`src/rtl/sdram_burst_sched.sv`:
```
// sdram_burst_sched
//   Arbitrates SDRAM burst requests between the ROM-to-SDRAM write path and
//   the SDRAM-to-VGA read path. Each burst moves one 512-word row. Writes fill
//   a frame of ROWS rows once. After that, reads stream the frame once per
//   active video period, and vertical blank rewinds the read row to 0.
//   An ack watchdog abandons a burst that is never acknowledged and latches
//   tmo_err.
//
// Ports
//   clk_133M      in   clock, rising edge
//   rst_133       in   asynchronous reset, active low
//   vsync_n       in   frame sync (synchronous), low = vertical blank
//   wr_fifo_used  in   [10:0] write FIFO fill level
//   rd_fifo_used  in   [10:0] read FIFO fill level
//   wr_sdram_req  out  write burst request
//   wr_sdram_ack  in   write burst done, one-cycle pulse
//   wr_sdram_add  out  [23:0] write address {bank, row, column}
//   rd_sdram_req  out  read burst request
//   rd_sdram_ack  in   read burst done, one-cycle pulse
//   rd_sdram_add  out  [23:0] read address {bank, row, column}
//   frame_written out  all ROWS write bursts have completed
//   tmo_err       out  sticky ack-watchdog error
//
// state   | meaning
// --------+-----------------------------------------------------------
// IDLE    | no burst in flight, arbitrate between eligible requesters
// WR_BUSY | wr_sdram_req high, waiting for wr_sdram_ack or timeout
// RD_BUSY | rd_sdram_req high, waiting for rd_sdram_ack or timeout
// GAP     | one forced low cycle between consecutive requests

module sdram_burst_sched #(
   parameter int ROWS      = 128,
   parameter int WR_THRESH = 512,
   parameter int RD_THRESH = 512,
   parameter int TMO       = 4095
) (
   input  logic        clk_133M,
   input  logic        rst_133,
   input  logic        vsync_n,
   input  logic [10:0] wr_fifo_used,
   input  logic [10:0] rd_fifo_used,
   output logic        wr_sdram_req,
   input  logic        wr_sdram_ack,
   output logic [23:0] wr_sdram_add,
   output logic        rd_sdram_req,
   input  logic        rd_sdram_ack,
   output logic [23:0] rd_sdram_add,
   output logic        frame_written,
   output logic        tmo_err
);

   localparam int WD_W = $clog2(TMO + 1);

   localparam logic [10:0]     WR_TH   = 11'(WR_THRESH);
   localparam logic [10:0]     RD_TH   = 11'(RD_THRESH);
   localparam logic [13:0]     ROWS_C  = 14'(ROWS);
   localparam logic [WD_W-1:0] WD_LOAD = WD_W'(TMO - 1);

   localparam logic GRANT_WR = 1'b1;
   localparam logic GRANT_RD = 1'b0;

   typedef enum logic [1:0] {
      IDLE    = 2'd0,
      WR_BUSY = 2'd1,
      RD_BUSY = 2'd2,
      GAP     = 2'd3
   } state_t;

   state_t          state;
   logic [13:0]     wr_row;
   logic [13:0]     rd_row;
   logic [WD_W-1:0] wd_cnt;
   logic            last_grant;

   logic            wr_ok;
   logic            rd_ok;
   logic            wr_ack_hit;
   logic            rd_ack_hit;
   logic [13:0]     wr_row_nxt;
   logic [13:0]     rd_row_nxt;

   assign wr_ok = (wr_fifo_used >= WR_TH) && (wr_row < ROWS_C);
   assign rd_ok = frame_written && vsync_n && (rd_fifo_used <= RD_TH) && (rd_row < ROWS_C);

   // Acks are only meaningful while the matching burst is in flight.
   assign wr_ack_hit = (state == WR_BUSY) && wr_sdram_ack;
   assign rd_ack_hit = (state == RD_BUSY) && rd_sdram_ack;

   // Row counters and address registers load the same next value, so the
   // address outputs never lag the row counters.
   always_comb begin
      wr_row_nxt = wr_row;
      if (wr_ack_hit && (wr_row < ROWS_C))
         wr_row_nxt = wr_row + 1'b1;
   end

   // Vertical blank clears the read row every cycle; it also wins over an
   // ack that completes a read burst during blank.
   always_comb begin
      rd_row_nxt = rd_row;
      if (!vsync_n)
         rd_row_nxt = '0;
      else if (rd_ack_hit)
         rd_row_nxt = rd_row + 1'b1;
   end

   always_ff @(posedge clk_133M or negedge rst_133) begin
      if (!rst_133) begin
         state         <= IDLE;
         wr_sdram_req  <= 1'b0;
         rd_sdram_req  <= 1'b0;
         wr_sdram_add  <= '0;
         rd_sdram_add  <= '0;
         wr_row        <= '0;
         rd_row        <= '0;
         frame_written <= 1'b0;
         tmo_err       <= 1'b0;
         wd_cnt        <= '0;
         last_grant    <= GRANT_WR;
      end else begin
         wr_row       <= wr_row_nxt;
         rd_row       <= rd_row_nxt;
         wr_sdram_add <= {2'b00, wr_row_nxt[12:0], 9'd0};
         rd_sdram_add <= {2'b00, rd_row_nxt[12:0], 9'd0};

         if (wr_row == ROWS_C)
            frame_written <= 1'b1;

         case (state)
            IDLE: begin
               // On a tie the requester not served last wins.
               if (wr_ok && (!rd_ok || (last_grant == GRANT_RD))) begin
                  state        <= WR_BUSY;
                  wr_sdram_req <= 1'b1;
                  last_grant   <= GRANT_WR;
                  wd_cnt       <= WD_LOAD;
               end else if (rd_ok) begin
                  state        <= RD_BUSY;
                  rd_sdram_req <= 1'b1;
                  last_grant   <= GRANT_RD;
                  wd_cnt       <= WD_LOAD;
               end
            end

            WR_BUSY: begin
               // Ack is checked first so a coincident expiry counts as ack.
               if (wr_sdram_ack) begin
                  wr_sdram_req <= 1'b0;
                  state        <= GAP;
               end else if (wd_cnt == '0) begin
                  wr_sdram_req <= 1'b0;
                  tmo_err      <= 1'b1;
                  state        <= GAP;
               end else begin
                  wd_cnt <= wd_cnt - 1'b1;
               end
            end

            RD_BUSY: begin
               if (rd_sdram_ack) begin
                  rd_sdram_req <= 1'b0;
                  state        <= GAP;
               end else if (wd_cnt == '0) begin
                  rd_sdram_req <= 1'b0;
                  tmo_err      <= 1'b1;
                  state        <= GAP;
               end else begin
                  wd_cnt <= wd_cnt - 1'b1;
               end
            end

            GAP: begin
               wd_cnt <= '0;
               state  <= IDLE;
            end

            default: begin
               wr_sdram_req <= 1'b0;
               rd_sdram_req <= 1'b0;
               state        <= IDLE;
            end
         endcase
      end
   end

endmodule
```
`config.mk`:
```
export PLATFORM = sky130hd
export DESIGN_NAME = sdram_burst_sched
export DESIGN_NICKNAME = d
export VERILOG_FILES = /design/src/rtl/sdram_burst_sched.sv
export SDC_FILE = /design/constraint.sdc
export NUM_CORES = 1
export LEC_CHECK = 0
export BUFFER_PORTS_ARGS = -buffer_cell sky130_fd_sc_hd__buf_2
export CAP_MARGIN = 20
export CORE_UTILIZATION = 48
export DETAILED_ROUTE_END_ITERATION = 7
export HOLD_SLACK_MARGIN = 0.15
export PLACE_DENSITY = 0.84
export SETUP_SLACK_MARGIN = 0.15
export SYNTH_ARGS = -nofsm -noshare
export SYNTH_HDL_FRONTEND = slang
export SYNTH_SLANG_ARGS = --single-unit
```
`constraint.sdc`:
```
create_clock -name clk_133M -period 2 [get_ports clk_133M]
set_input_delay 0.2 -clock clk_133M [delete_from_list [all_inputs] [get_ports clk_133M]]
set_output_delay 0.2 -clock clk_133M [all_outputs]
set_load 0.02 [all_outputs]
```
Yosys cells after proc, flatten, opt, wreduce, memory -nomap -nowiden
Cells that the tools add are included.
W data, S select, Z words.
{ "word_totals": {"ff_bits": 47, "latchBits": 0, "ram_bits": 0, "romBits": 0, "input_bits": 27, "out_inout_bits": 52, "word_cells": 81, "n_memories": 0} }
{ "op_classes": {"n_addsub": 3, "n_mul": 0, "div": 0, "n_lt_le_gt_ge": 4, "n_eq_ne": 13, "shifts": 0, "muxes": 28, "bitwise": 1, "n_reduce_logical": 21} }
{ "ops": {"columns": ["cell", "count"], "rows": [
  ["$mux W12", 5],
  ["$pmux W12 S4", 1],
  ["$add A14 B1 Y14 const B", 2],
  ["$lt A14 B8 Y1 const B", 2],
  ["$mux W14", 2],
  ["$eq A14 B8 Y1 const B", 1],
  ["$logic_not A12 Y1", 1],
  ["$sub A12 B1 Y12 const B", 1],
  ["$ge A11 B10 Y1 const B", 1],
  ["$le A11 B10 Y1 const B", 1],
  ["$mux W1", 11],
  ["$mux W2", 5],
  ["$ne A2 B2 Y1 const B", 5],
  ["$reduce_and A3 Y1", 3],
  ["$logic_and A1 B1 Y1", 8],
  ["$pmux W2 S4", 1],
  ["$reduce_bool A2 Y1", 4],
  ["$ne A3 B2 Y1 const B", 2],
  ["$pmux W1 S2", 3],
  ["$eq A2 B2 Y1 const B", 2],
  ["$reduce_and A4 Y1", 1],
  ["$ne A3 B3 Y1 const B", 1],
  ["$eq A2 B1 Y1 const B", 1],
  ["$logic_not A2 Y1", 1],
  ["other kinds (5)", 5]
]} }

Longest topological paths before layout
{ "logic_depth": {"ltp_word": 8, "ltp_mapped": 8, "ltp_nobuf": 7} }

Worst setup path after synthesis
Ideal clock, no wire load.
{ "synth_timing": {"path_kind": "register to register", "startpoint": "reg wd_cnt[0]", "endpoint": "reg wd_cnt[8]", "setup_time_ps": 132, "t_arrival_ps": 1945, "required_time_ps": 1868, "slack_ps": -77, "path_stages_with_launch": 8, "n_path_buf": 0, "synth_period_minus_slack_ps": 2077, "cell_sequence": "dfrtp_1 > inv_1 > ha_1 > or4b_2 > nor4_1 > nand3_1 > a211oi_1 > a211oi_2"} }
{ "synth_via": {"elab_chain_len": 4, "elab_cells_between_ends": 6, "classes_between": "add/sub (1); mux (4); reduce/logical (1)"} }
{ "synth_rtl": {"columns": ["item", "line", "rtl"], "rows": [
  ["start: declaration", "72", "logic [WD_W-1:0] wd_cnt;"],
  ["start signal: assignment", "155", "wd_cnt <= wd_cnt - 1'b1;"],
  ["start signal: assignment", "168", "wd_cnt <= wd_cnt - 1'b1;"],
  ["$sub A12 B1 Y12 or $logic_not A12 Y1 (tied branches)", null, null],
  ["$mux W12 (*)", "150, 163", null],
  ["$mux W12, on equally long branches", "160, 147", null],
  ["$pmux W12 S4 (*)", "129", "case (state)"]
]} }
Every way passes the cells marked *; elsewhere a longest branch is shown, timed or not. The select of a mux whose other input is x is not followed.
A chain may end at the register's enable or synchronous reset.

Worst setup path in the final report
{ "layout_timing": {"startpoint": "reg wd_cnt[0]", "endpoint": "reg state[0]"} }
{ "layout_via": {"elab_chain_len": 4, "elab_cells_between_ends": 5, "classes_between": "mux (4); reduce/logical (1)"} }
{ "layout_rtl": {"columns": ["item", "line", "rtl"], "rows": [
  ["$logic_not A12 Y1 (*)", "150, 163", null],
  ["$mux W2 (*)", null, null],
  ["$mux W2, on equally long branches", null, null],
  ["$pmux W2 S4 (*)", null, null],
  ["end signal: assignment", "149", "state <= GAP;"],
  ["end signal: assignment", "153", "state <= GAP;"],
  ["end signal: assignment", "162", "state <= GAP;"],
  ["end: declaration", "69", "state_t state;"]
]} }
Every way passes the cells marked *; elsewhere a longest branch is shown, timed or not.

==> results.yml <==
setup_path:
  worstReg2RegEnd: "state[0]$_DFFE_PN0P_"
  timing.critical_path.arrival_ns: 2.32
  worst-endpoint-required_ns: 2.26
  r2r_cell_count: 8
  worst_path_largest_cell_delay_ns: 0.47
  crit_fanout: 4
  worstSetupEndpointType: "flop"
  kind_of_start_point_of_the_critical_path: "flop"
  setup.worst_path.class: "flop to flop"
  r2r-start: "wd_cnt[0]$_DFFE_PN0P_"
  worst_path_cell_with_the_longest_stage_delay: "sky130_fd_sc_hd__or4b_4"
  r2r_slack_ns: -0.06
  crit_path_cell_trace: "inv_2, ha_4, or4b_4, nor4_4, buf_4, o31ai_1, a21oi_1, a22o_1"
sta:
  finalSetupViolCount: 4
  finalWorstPathRequiredPeriod_ns: 2.06
  clock.fmax_ghz: 0.485
  grt_setup_unrepaired: "true"
  worstMarginPinSlew_ns: 0.523
  finalClockSkew_ns: 0.00700
  fin_tns_setup_ns: -0.121
  finalWorstSetupSlack_ns: -0.0604
  timing.final.max_slew_violations: 0
  layout_worst_path_cycle_share: 1.03
  timing.final.hold_violations: 0
  slew_headroom: 0.651
  finalHoldWorstSlack_ns: 0.262
pwr:
  peak_supply_drop_uv: 664
  leakage_power_nw: 1.74
  total_power_mw: 4.18
  power.density_cell_area_nw_per_um2: 1170
floorplan:
  core_region_area_um2: 5920
  die_height_um: 80.5
  rows: 28
  fp.dieW_um: 80.5
  io_pins: 79
  die_area_um2: 6490
  start_util: 0.500
layout:
  multi_input_comb_area_um2: 1620
  area.sequential_um2: 1180
  nNetsFinal: 395
  final_cells: 434
  fill_cells: 459
  drive_gt1_frac: 0.382
  diodes: 0
  syn2layout_area_growth_pct: 20.2
yosys:
  post_synth.cell_area_avg_um2: 9.61
  yosysSeqAreaShare: 0.398
  synth_largest_area_cell: "sky130_fd_sc_hd__dfrtp_1"
  ys_warn_count: 0
  syn-cell-area_um2: 2960
  postSynth.asyncResetShare: 1.00
  synth_ff_type: "sky130_fd_sc_hd__dfrtp_1"
  gate_count_post_synth: 308
  ys_ff_latch: 47
  post_synth_main_area_contributors: "sky130_fd_sc_hd__dfrtp_1 (39%), sky130_fd_sc_hd__buf_4 (12%), sky130_fd_sc_hd__ha_1 (4.2%)"
  synth.lib_cells_used.distinct: 51
  synth_top_cell_area_share: 0.389
  post_synth_edffs: 0
cts:
  clock_latency_ns: 0.31
  cts_inserted_buffers: 5
  number_of_buffers_on_the_longest_clock_path: 2
  tritoncts: "built"
  worst_setup_hold_path_clk_slew_ns: 0.09
  htree_num_levels: 2
  cts-root-buf: "sky130_fd_sc_hd__clkbuf_8"
  cts_sinks: 47
worst_hold_path:
  hold_class: "input port to flop"
  worstHoldPathCells: 3
  worstHoldEndpoint: "wr_sdram_req$_DFFE_PN0P_"
  worstHoldStart: "wr_sdram_ack"
drt:
  initialDrtViolationCount: 100
  first_pass_iters: 4
  remaining_drc_errors: 0
  avgViaCountPerCell: 5.47
  route.final.wire_length_um: 6620
  number_of_vias_after_detailed_routing: 2374
  wl_per_cell_um: 15.2
  antenna_left: 0
placed_design:
  dp.cells: 420
  numPortBuffers: 47
  detailedPlacementHpwl_um: 4500
  detailedPlace.worstSlack_ns: -0.0693
  finalWeightedCongestion: 0.838
status:
  run_status: "finished, violations left"
  failing_checks: "setup timing"
global_routing:
  grt_first_pass_wirelength_um: 10500
  antenna_found_initial: 0
  grt_pass1_vias: 2334
  global_route.overflow_total: 0
  grt_max_degree: 25
  grt_usage: 0.214
job:
  drv_cap: 0
critical path: cells and delay by family (launching register included):
family,cells,cell delay [ns]
flops,1,0.39
buf+inv,2,0.27
fa+ha+maj,1,0.14
simple gates,2,0.87
compound gates,3,0.33
registers in the layout, summed over array words and instances (netlist names):
name,count
rd_row,14
last_grant,1
wr_sdram_req,1
wr_row,14
frame_written,1
tmo_err,1
wd_cnt,12
state,2
rd_sdram_req,1
worst max-delay path by stage:
stage	cells past startpoint	end	start
after CTS	5	wd_cnt[1]$_DFFE_PN0P_	rd_row[12]$_DFFE_PN0P_
after global routing	8	state[0]$_DFFE_PN0P_	wd_cnt[0]$_DFFE_PN0P_
after detailed placement	6	wd_cnt[1]$_DFFE_PN0P_	rd_fifo_used[5]
after floorplan	6	wd_cnt[8]$_DFFE_PN0P_	rd_row[12]$_DFFE_PN0P_
after global placement	6	wd_cnt[1]$_DFFE_PN0P_	rd_fifo_used[5]
final	8	state[0]$_DFFE_PN0P_	wd_cnt[0]$_DFFE_PN0P_
power breakdown:
part / internal, mW / total, mW / switching [mW]
clock network: 0.377 / 0.726 / 0.350
logic: 0.927 / 2.08 / 1.16
registers: 1.15 / 1.37 / 0.218
repair_timing:
action	4_1_cts	5_1_grt
pin swaps	2	7
endpoints found under the setup margin	18	24
cloned	1	0
resized for setup	18	25
endpoints found under the hold margin	21	0
hold buffers	1	0
setup buffers	0	4
layout make-up:
cell class                 instances  share of cell area
timing repair buffer              82               0.143
tap                               75              0.0264
clock inverter                     3              0.0130
sequential                        47               0.331
inverter                          12              0.0127
multi-input combinational        210               0.455
clock buffer                       5              0.0193
cell usage after synthesis (2+ instances only):
cell type,number
sky130_fd_sc_hd__or4b_2,2
sky130_fd_sc_hd__o22a_1,7
sky130_fd_sc_hd__nand2b_1,2
sky130_fd_sc_hd__nor4_1,6
sky130_fd_sc_hd__or4_4,2
sky130_fd_sc_hd__xor2_1,5
sky130_fd_sc_hd__a211oi_1,7
sky130_fd_sc_hd__nand2_1,19
sky130_fd_sc_hd__or2_2,2
sky130_fd_sc_hd__clkbuf_1,11
sky130_fd_sc_hd__a211oi_2,2
sky130_fd_sc_hd__and2_1,13
sky130_fd_sc_hd__a21oi_1,5
sky130_fd_sc_hd__nand4_1,9
sky130_fd_sc_hd__nand3_1,8
sky130_fd_sc_hd__nor3_1,11
sky130_fd_sc_hd__nor3b_1,4
sky130_fd_sc_hd__xnor2_1,14
sky130_fd_sc_hd__buf_4,48
sky130_fd_sc_hd__o31ai_1,3
sky130_fd_sc_hd__dfrtp_1,46
sky130_fd_sc_hd__nor2_1,10
sky130_fd_sc_hd__ha_1,10
sky130_fd_sc_hd__and3_1,8
sky130_fd_sc_hd__nor2b_1,5
sky130_fd_sc_hd__a41o_1,2
sky130_fd_sc_hd__a31oi_1,8
sky130_fd_sc_hd__or3_1,2
sky130_fd_sc_hd__inv_1,12
sky130_fd_sc_hd__o21ai_0,4
through the flow:
stage | util | area [µm²]
global route | 0.601 | 3560
detailed placement | 0.543 | 3210
floorplan | - | 3080
CTS | 0.579 | 3430
finish | 0.601 | 3560
global placement | 0.543 | 3210
metal layers:
| metal | GRT usage | vias up | share of wire |
|---|---|---|---|
| li1 | - | 1118 | - |
| met4 | 0.107 | 0 | 0.024 |
| met2 | 0.353 | 90 | 0.51 |
| met1 | 0.257 | 1149 | 0.42 |
| met5 | 0 | - | 0 |
| met3 | 0.0534 | 17 | 0.052 |
placed cells by master (no fill, tap or decap), types with 4 or more instances in the layout:
cell / n
sky130_fd_sc_hd__nor2b_1: 5
sky130_fd_sc_hd__nand2_1: 19
sky130_fd_sc_hd__o22a_1: 7
sky130_fd_sc_hd__clkbuf_8: 5
sky130_fd_sc_hd__buf_2: 47
sky130_fd_sc_hd__nor3b_1: 4
sky130_fd_sc_hd__inv_1: 9
sky130_fd_sc_hd__xor2_1: 5
sky130_fd_sc_hd__a211oi_2: 7
sky130_fd_sc_hd__nand3_1: 8
sky130_fd_sc_hd__xnor2_1: 14
sky130_fd_sc_hd__a21oi_1: 5
sky130_fd_sc_hd__nor4_4: 4
sky130_fd_sc_hd__a31oi_1: 7
sky130_fd_sc_hd__and3_1: 8
sky130_fd_sc_hd__conb_1: 22
sky130_fd_sc_hd__nor3_2: 6
sky130_fd_sc_hd__ha_1: 6
sky130_fd_sc_hd__buf_4: 33
sky130_fd_sc_hd__dfrtp_1: 45
sky130_fd_sc_hd__nor3_1: 4
sky130_fd_sc_hd__nor2_1: 8
sky130_fd_sc_hd__and2_1: 13
sky130_fd_sc_hd__nand4_1: 9
kinds of logic after synthesis:
logic type                 synth area share
DFF                                   0.398
xor gates and xnor gates             0.0562
and+or+nand+nor                       0.212
AOI/OAI and AO/OA                     0.131
muxes                               0.00380
adders and majority gates            0.0423
buffers and inverters                 0.156
other                               0.00127
Power figures use the tool's default switching activity.
